**src/rtl/dlsc_pcie_s6_outbound_read_mux.sv**
```systemverilog
// Multi-channel outbound read requester: arbitrates AXI AR ports and splits each command into PCIe MRd headers.
// Define DLSC_PCIE_S6_OUTBOUND_READ_RR_EN for round-robin arbitration; otherwise fixed priority (channel 0 highest).
//
// state   | meaning
// --------+-------------------------------------------------------------
// IDLE    | waiting for an AR; the accepted command's first header loads directly
// SPLIT   | issuing the remaining headers; leaves when the last header is taken
module dlsc_pcie_s6_outbound_read_mux #(
    parameter int ADDR     = 32,
    parameter int LEN      = 4,
    parameter int CHANNELS = 2,
    parameter int CHB      = 1,
    parameter int MAX_SIZE = 128,
    parameter int TAGS     = 8,
    parameter int TAGB     = 3
) (
    input  logic                     clk,
    input  logic                     rst,
    output logic [CHANNELS-1:0]      axi_ar_ready,
    input  logic [CHANNELS-1:0]      axi_ar_valid,
    input  logic [CHANNELS*ADDR-1:0] axi_ar_addr,
    input  logic [CHANNELS*LEN-1:0]  axi_ar_len,
    input  logic [2:0]               max_read_request,
    input  logic                     tlp_h_ready,
    output logic                     tlp_h_valid,
    output logic [ADDR-3:0]          tlp_h_addr,
    output logic [9:0]               tlp_h_len,
    output logic [TAGB-1:0]          tlp_h_tag,
    output logic [CHB-1:0]           tlp_h_chan,
    output logic                     tlp_h_last,
    input  logic                     cpl_valid,
    input  logic [TAGB-1:0]          cpl_tag
);

    localparam int MAX_DW = (MAX_SIZE / 4 > 1024) ? 1024 : MAX_SIZE / 4;

    typedef enum logic [0:0] {ST_IDLE, ST_SPLIT} state_t;

    state_t          state, state_next;
    logic [CHB-1:0]  grant;
    logic            grant_found;
    logic            ar_hs;
    logic            load;
    logic            hdr_done;
    logic            tag_free;
    logic [TAGB-1:0] alloc_tag;
    logic [TAGS-1:0] busy, busy_next;
    logic [ADDR-3:0] cur_addr;
    logic [10:0]     remaining;
    logic [CHB-1:0]  cur_chan;
    logic [ADDR-1:0] sel_addr;
    logic [LEN-1:0]  sel_len;
    logic [ADDR-3:0] src_addr;
    logic [10:0]     src_rem;
    logic [CHB-1:0]  src_chan;
    logic [2:0]      mrr_sel;
    logic [10:0]     mrr_dw;
    logic [10:0]     dw_to_4k;
    logic [10:0]     tlp_len;
    logic            addr_lsb_unused;
`ifdef DLSC_PCIE_S6_OUTBOUND_READ_RR_EN
    logic [CHB-1:0]  rr_ptr;
`endif

    // Arbiter: rr_ptr holds the first channel to search (one past the last grant).
    always_comb begin
        grant       = '0;
        grant_found = 1'b0;
        for (int k = 0; k < CHANNELS; k++) begin
`ifdef DLSC_PCIE_S6_OUTBOUND_READ_RR_EN
            if (!grant_found && axi_ar_valid[(int'(rr_ptr) + k) % CHANNELS]) begin
                grant       = CHB'((int'(rr_ptr) + k) % CHANNELS);
                grant_found = 1'b1;
            end
`else
            if (!grant_found && axi_ar_valid[k]) begin
                grant       = CHB'(k);
                grant_found = 1'b1;
            end
`endif
        end
    end

    always_comb begin
        tag_free  = 1'b0;
        alloc_tag = '0;
        for (int i = TAGS - 1; i >= 0; i--) begin
            if (!busy[i]) begin
                tag_free  = 1'b1;
                alloc_tag = TAGB'(i);
            end
        end
    end

    assign sel_addr        = axi_ar_addr[grant*ADDR +: ADDR];
    assign sel_len         = axi_ar_len[grant*LEN +: LEN];
    assign addr_lsb_unused = ^sel_addr[1:0];

    assign ar_hs    = (state == ST_IDLE) && !rst && grant_found && tag_free;
    assign hdr_done = tlp_h_valid && tlp_h_ready && tlp_h_last;

    // In IDLE the first header is built straight from the AR so it appears one cycle after the handshake.
    assign src_addr = (state == ST_IDLE) ? sel_addr[ADDR-1:2] : cur_addr;
    assign src_rem  = (state == ST_IDLE) ? (11'(sel_len) + 11'd1) : remaining;
    assign src_chan = (state == ST_IDLE) ? grant : cur_chan;

    always_comb begin
        mrr_sel  = (max_read_request > 3'd5) ? 3'd5 : max_read_request;
        mrr_dw   = 11'd32 << mrr_sel;
        if (mrr_dw > 11'(MAX_DW))
            mrr_dw = 11'(MAX_DW);
        dw_to_4k = 11'd1024 - {1'b0, src_addr[9:0]};
        tlp_len  = src_rem;
        if (mrr_dw < tlp_len)
            tlp_len = mrr_dw;
        if (dw_to_4k < tlp_len)
            tlp_len = dw_to_4k;
    end

    always_comb begin
        if (state == ST_IDLE)
            load = ar_hs;
        else
            load = (remaining != 11'd0) && (!tlp_h_valid || tlp_h_ready) && tag_free;
    end

    always_comb begin
        busy_next = busy;
        for (int i = 0; i < TAGS; i++) begin
            if (cpl_valid && (cpl_tag == TAGB'(i)))
                busy_next[i] = 1'b0;
            if (load && (alloc_tag == TAGB'(i)))
                busy_next[i] = 1'b1;
        end
    end

    always_ff @(posedge clk) begin
        if (rst)
            state <= ST_IDLE;
        else
            state <= state_next;
    end

    always_comb begin
        state_next = state;
        case (state)
            ST_IDLE:  if (ar_hs)    state_next = ST_SPLIT;
            ST_SPLIT: if (hdr_done) state_next = ST_IDLE;
            default:                state_next = ST_IDLE;
        endcase
    end

    always_comb begin
        axi_ar_ready = '0;
        if (ar_hs)
            axi_ar_ready = CHANNELS'(1) << grant;
    end

    always_ff @(posedge clk) begin
        if (rst) begin
            cur_addr    <= '0;
            remaining   <= '0;
            cur_chan    <= '0;
            busy        <= '0;
            tlp_h_valid <= 1'b0;
            tlp_h_addr  <= '0;
            tlp_h_len   <= '0;
            tlp_h_tag   <= '0;
            tlp_h_chan  <= '0;
            tlp_h_last  <= 1'b0;
        end else begin
            busy <= busy_next;
            if (load) begin
                cur_addr    <= src_addr + (ADDR-2)'(tlp_len);
                remaining   <= src_rem - tlp_len;
                cur_chan    <= src_chan;
                tlp_h_valid <= 1'b1;
                tlp_h_addr  <= src_addr;
                tlp_h_len   <= tlp_len[9:0];
                tlp_h_tag   <= alloc_tag;
                tlp_h_chan  <= src_chan;
                tlp_h_last  <= (src_rem == tlp_len);
            end else if (tlp_h_ready) begin
                tlp_h_valid <= 1'b0;
            end
        end
    end

`ifdef DLSC_PCIE_S6_OUTBOUND_READ_RR_EN
    always_ff @(posedge clk) begin
        if (rst)
            rr_ptr <= '0;
        else if (ar_hs)
            rr_ptr <= (grant == CHB'(CHANNELS - 1)) ? '0 : grant + CHB'(1);
    end
`endif

endmodule

```
**config.mk**
```make
export PLATFORM = sky130hd
export DESIGN_NAME = dlsc_pcie_s6_outbound_read_mux
export DESIGN_NICKNAME = d
export VERILOG_FILES = /design/src/rtl/dlsc_pcie_s6_outbound_read_mux.sv
export SDC_FILE = /design/constraint.sdc
export NUM_CORES = 1
export LEC_CHECK = 0
export BUFFER_PORTS_ARGS = -buffer_cell sky130_fd_sc_hd__buf_2
export CORE_MARGIN = 2
export CORE_UTILIZATION = 45
export DETAILED_ROUTE_END_ITERATION = 7
export PLACE_DENSITY_LB_ADDON = 0.05
export SLEW_MARGIN = 40
export SYNTH_ARGS = -nofsm -noshare
export SYNTH_HDL_FRONTEND = slang
export SYNTH_SLANG_ARGS = --single-unit
```
**constraint.sdc**
```tcl
create_clock -name clk -period 8.8 [get_ports clk]
set_input_delay 0.88 -clock clk [delete_from_list [all_inputs] [get_ports clk]]
set_output_delay 0.88 -clock clk [all_outputs]
set_load 0.005 [all_outputs]
```
Yosys cells after proc, flatten, opt, wreduce, memory -nomap -nowiden --
Index checks and enable logic that the tools add are counted.
Operators by class: $add $sub $neg 4, magnitude comparators 4, equality and inequality tests 15, shift-type cells 4, mux-type cells 48, bitwise logic cells 1, reductions and logical operators 41
Operators with widths (count):
- variable part select 64 x 7 -> 32 bit | 1
- two-way mux 11 bit | 4
- two-way mux 1 bit | 32
- adder 30 x 11 -> 30 bit | 1
- two-way mux 30 bit | 1
- two-way mux 3 bit | 9
- == test 3 bit (second input constant) | 8
- logical AND 1 bit | 24
- < comparator 11 bit | 2
- nonzero test 2 bit | 9
- == test 3 x 2 -> 1 bit (second input constant) | 4
- == test 11 bit | 1
- greater-than comparator 11 x 6 -> 1 bit (second input constant) | 1
- nonzero test 11 bit | 1
- left shift 6 x 3 -> 11 bit (first input constant) | 1
- subtractor 11 x 10 -> 11 bit (first input constant) | 1
- subtractor 11 bit | 1
- variable part select 8 x 4 -> 4 bit | 1
- == test 3 x 1 -> 1 bit (second input constant) | 2
- zero test 3 bit | 2
- adder 4 x 1 -> 5 bit (second input constant) | 1
- greater-than comparator 3 bit (second input constant) | 1
- zero test 1 bit | 3
- two-way mux 2 bit | 1
- other kinds (5) | 5
Storage, ports and cells: register bits 96, output and inout port bits 48

Depth between registers and ports, before layout --
depth in word-level cells 12, mapped depth 32

Worst setup path before layout --
OpenSTA, ideal clock, no wires.
path kind input to register, start point input axi_ar_valid[1], end point register cur_addr[16], library setup time 0.086 ns, arrival 6.430 ns, data required time 8.714 ns, setup slack 2.284 ns, cell stages on the path 28, cells stage by stage nor2b_4 -> buf_6 -> buf_12 -> buf_12 -> mux2_2 -> ha_1 -> inv_1 -> xnor2_1 -> o21ai_0 -> nor4_1 -> o21ai_0 -> nor2_1 -> ha_1 -> o21ai_0 -> o21ai_0 -> o2111ai_1 -> and4_1 -> clkbuf_1 -> o21ai_0 -> fa_1 -> a21o_1 -> a21oi_1 -> o21ai_0 -> a221oi_1 -> nor2_1 -> and3_1 -> xnor2_1 -> a211oi_1
On the way: word-level cells in the longest chain between the ends 10, elaborated cells between the ends (all ways) 17, those cells by class add/sub: 3; order compare: 2; shift: 2; mux: 7; reduce/logical: 3
Ends and longest elaborated chain:
- from (decl) | RTL line 20 | input logic [CHANNELS-1:0] axi_ar_valid,
- logical AND 1 bit (*) | RTL line 76 | if (!grant_found && axi_ar_valid[k]) begin
- two-way mux 1 bit (*) | RTL line 76
- variable part select 8 x 4 -> 4 bit | RTL line 96 | assign sel_len = axi_ar_len[grant*LEN +: LEN];
- adder 4 x 1 -> 5 bit | RTL line 104 | assign src_rem = (state == ST_IDLE) ? (11'(sel_len) + 11'd1) : remaining;
- two-way mux 11 bit | RTL line 104
- < comparator 11 bit | RTL line 114 | if (mrr_dw < tlp_len)
- two-way mux 11 bit | RTL line 114
- < comparator 11 bit | RTL line 116 | if (dw_to_4k < tlp_len)
- two-way mux 11 bit (*) | RTL line 116
- net tlp_len[1] | RTL line 59 | logic [10:0] tlp_len;
- adder 30 x 11 -> 30 bit (*) | RTL line 174 | cur_addr <= src_addr + (ADDR-2)'(tlp_len);
- to (signal assigned) | RTL line 174
- to (decl) | RTL line 48 | logic [ADDR-3:0] cur_addr;
Mark *: on every way through the listed nets, which the timed path passes. The rest lies on a longest branch. A chain may end at the register's enable or synchronous reset.

Worst setup path after layout --
start point input axi_ar_valid[0], end point register remaining[10]
On the way: word-level cells in the longest chain between the ends 12, elaborated cells between the ends (all ways) 19, those cells by class add/sub: 3; order compare: 2; shift: 2; mux: 8; reduce/logical: 4
Ends and longest elaborated chain:
- two-way mux 1 bit (*) | RTL line 76
- zero test 1 bit (*) | RTL line 76
- logical AND 1 bit (*) | RTL line 76
- two-way mux 1 bit (*) | RTL line 76
- variable part select 8 x 4 -> 4 bit | RTL line 96
- adder 4 x 1 -> 5 bit | RTL line 104
- two-way mux 11 bit | RTL line 104
- < comparator 11 bit | RTL line 114
- two-way mux 11 bit | RTL line 114
- < comparator 11 bit | RTL line 116
- two-way mux 11 bit (*) | RTL line 116
- net tlp_len[1] | RTL line 59
- subtractor 11 bit (*) | RTL line 175 | remaining <= src_rem - tlp_len;
- to (signal assigned) | RTL line 175
- to (decl) | RTL line 49 | logic [10:0] remaining;
Marked as above.

==> metrics.cfg <==
[status]
status = completed

[cts]
clkLatencyLatePin_ns = 0.35
cts_max_level = 3
cts_sinks = 96
clk_pin_slew_worst_paths_ns = 0.07
numCtsBuffers = 9
root_buffer = clkbuf_16
cts_setup_buffers = 0
cts_tree = yes
cts_buffer_depth = 2
postCtsHoldBufs = 0
cts_resized = 0

[layout]
final_cell_mix = 144 x nand2_1, 123 x buf_2, 95 x dfxtp_1
diodes = 0
final_layout_size_suffix_gt1_share_pct = 18.6
final_net_count = 1043
fin_util_pct = 52.7
syn_to_final_growth_pct = 15.0
layout_commonest_cell = nand2_1

[worst_setup_path]
arrival_ns = 7.48
cp_max_fo = 12
cp-startpoint = axi_ar_valid[0]
r2r_start = state
start_kind = input pin
worstSetupPathType = input pin to flop
crit_required_ns = 9.01
crit_path_end_kind = flop

[floorplan]
initial_core_util_pct = 45.8
die_w_um = 123
io_pins = 132
design.core.area_mm2 = 0.0138
row_count = 43
dieArea_mm2 = 0.0150
die_h_um = 123

[global_routing]
antenna_found_initial = 0
overflow = 0
grt_start_max_net_pins = 75
grt_pass1_wl_um = 27500
grt_use_total_pct = 23.1
grt_pass1_vias = 5692

[logic_synthesis]
synth.top_cell.area_share_pct = 30.3
netlist_instances = 826
syn_avg_cell_area_um2 = 7.67
synth_seq_area_share_pct = 30.3
syn_area_mm2 = 0.00633
synth_edf_count = 0
ys.flop_type = dfxtp_1
synth-async-reset-ratio_pct = 0
yosysUniqueCellTypes = 69
synth_warnings = 0
synth_top_area_cell = dfxtp_1
synth_seq_cells = 96
synthTopCellsByArea = dfxtp_1 30%, nand2_1 8.6%, a21oi_1 7.1%, ha_1 6.7%, nor2_1 4.3%

[routing]
postRouteAntennaNets = 0
vias_per_cell = 5.59
drtIter0Drc = 370
first_pass_iters = 5
drc = 0
num_vias = 6191
wire_per_inst_um = 15.5
drt_wl_total_um = 17200

[power_and_ir_drop]
p_total_mw = 1.59
worst_ir_drop_vdd_uv = 103
leakagePower_nw = 3.14
p_per_area_mw_per_mm2 = 218

[sta]
setup_viol = 0
worst_pin_slew_ns = 0.815
finalCriticalPeriod_ns = 7.27
fin_crit_sh_pct = 82.6
rsz0062_at_grt = false
fin_skew_ns = 0.00961
relSlewSlack_pct = 45.6
hold_violations = 0
slew_violations = 0
fin_tns_setup_ns = 0
fmax_mhz = 137

[worst_hold_path]
min_path_type = flop to flop
min_from = tlp_h_addr[3]

[placed_design]
io_buffer_count = 124
hpwl_um = 12500
finalWeightedCongestion = 0.925

[flow_run]
max_cap_viol_count = 0

## final timing paths
check	slack, ns	cells past startpoint	to
max	1.53	26	remaining[10]
min	0.45	2	tlp_h_addr[3]
max reg2reg	1.77	22	remaining[10]
min reg2reg	0.45	2	tlp_h_addr[3]
## per-layer routing
layer	vias to the layer above	wire, µm	global-route usage (%)
met5	-	0	0
met4	0	346	8.41
met3	22	852	3.49
met2	186	7800	37.3
met1	2887	8150	31.2
li1	3096	-	-
## report_power, final
group | internal (mW) | switching [mW]
sequential | 0.505 | 0.0430
combinational | 0.270 | 0.396
clock | 0.199 | 0.175
total | 0.974 | 0.615
## Yosys cell counts (3+ instances only)
library cell / count
clkbuf_1: 32
nor2b_1: 6
nand3_1: 11
a31oi_1: 5
mux2_2: 5
o211ai_1: 3
nand2b_1: 11
o21a_1: 5
a21oi_1: 90
and2_1: 12
nor4bb_1: 4
buf_2: 4
nand4bb_1: 3
and3_1: 4
nand2_1: 145
xnor2_1: 28
a211oi_1: 24
buf_1: 7
nor4b_1: 3
o21ai_0: 29
nor4_1: 5
a311o_1: 4
nor2_1: 73
o41ai_1: 4
a21o_1: 11
ha_1: 34
buf_4: 3
nor3_1: 20
dfxtp_1: 96
nand4_1: 13
or3_1: 3
mux2i_1: 26
o21ai_1: 6
inv_1: 28
xor2_1: 12
o21ai_2: 6
or4_1: 3
## critical path: stages
cell	delay, ns
buf_2	0.22
nand2b_1	0.68
nand2_1	0.11
nand2_1	0.10
ha_1	0.14
inv_1	0.06
o41ai_1	0.71
nor4_1	0.16
o21ai_0	0.19
nor2_1	0.11
ha_1	0.30
nand4_1	0.13
nor3_1	0.18
o41ai_1	0.11
and4_1	0.34
o21ai_0	0.66
inv_1	0.19
fa_1	0.48
a21o_1	0.17
a21oi_1	0.30
o21ai_0	0.17
a2111oi_0	0.43
nor3_1	0.13
xnor2_1	0.21
mux2i_1	0.22
a21oi_1	0.08
## registers in the layout, summed over array words and instances (netlist names)
name / flops
cur_addr: 30
tlp_h_addr: 30
remaining: 11
tlp_h_len: 10
busy: 8
tlp_h_tag: 3
cur_chan: 1
state: 1
tlp_h_last: 1
tlp_h_valid: 1
## cell families (layout without fill, tap and decap cells)
family / Yosys count / in the layout / share of synthesized area (%)
fa+ha+maj: 36 / 36 / 7.35
buf+inv: 79 / 175 / 5.69
flops: 96 / 96 / 30.3
compound gates: 209 / 209 / 20.5
xor+xnor: 40 / 40 / 5.53
other cells: 1 / 6 / 0.0592
mux: 31 / 31 / 5.00
simple gates: 334 / 334 / 25.5
## per-stage QoR
stage | instance area (µm²) | cells | setup WS [ns] | hold slack (ns)
final | 7280 | 1107 | 1.53 | 0.450
after global routing | 7280 | 1107 | 0.988 | 0.465
after CTS | 7280 | 1107 | 1.61 | 0.456
after detailed placement | 7010 | 1092 | 1.24 | 0.441
after global placement | 7010 | 1092 | 1.36 | 0.438
after floorplan | 6350 | 831 | 2.28 | 0.427
## layout make-up
type | count | area (µm²)
fillers | 1353 | 6540
multi-input cells | 656 | 4080
flip-flops and latches | 96 | 1920
repair buffers | 131 | 676
clock buffers | 11 | 243
well taps | 180 | 225
inverters | 29 | 109
clock inverters | 4 | 30.0
(Power assumes the default switching activity.)
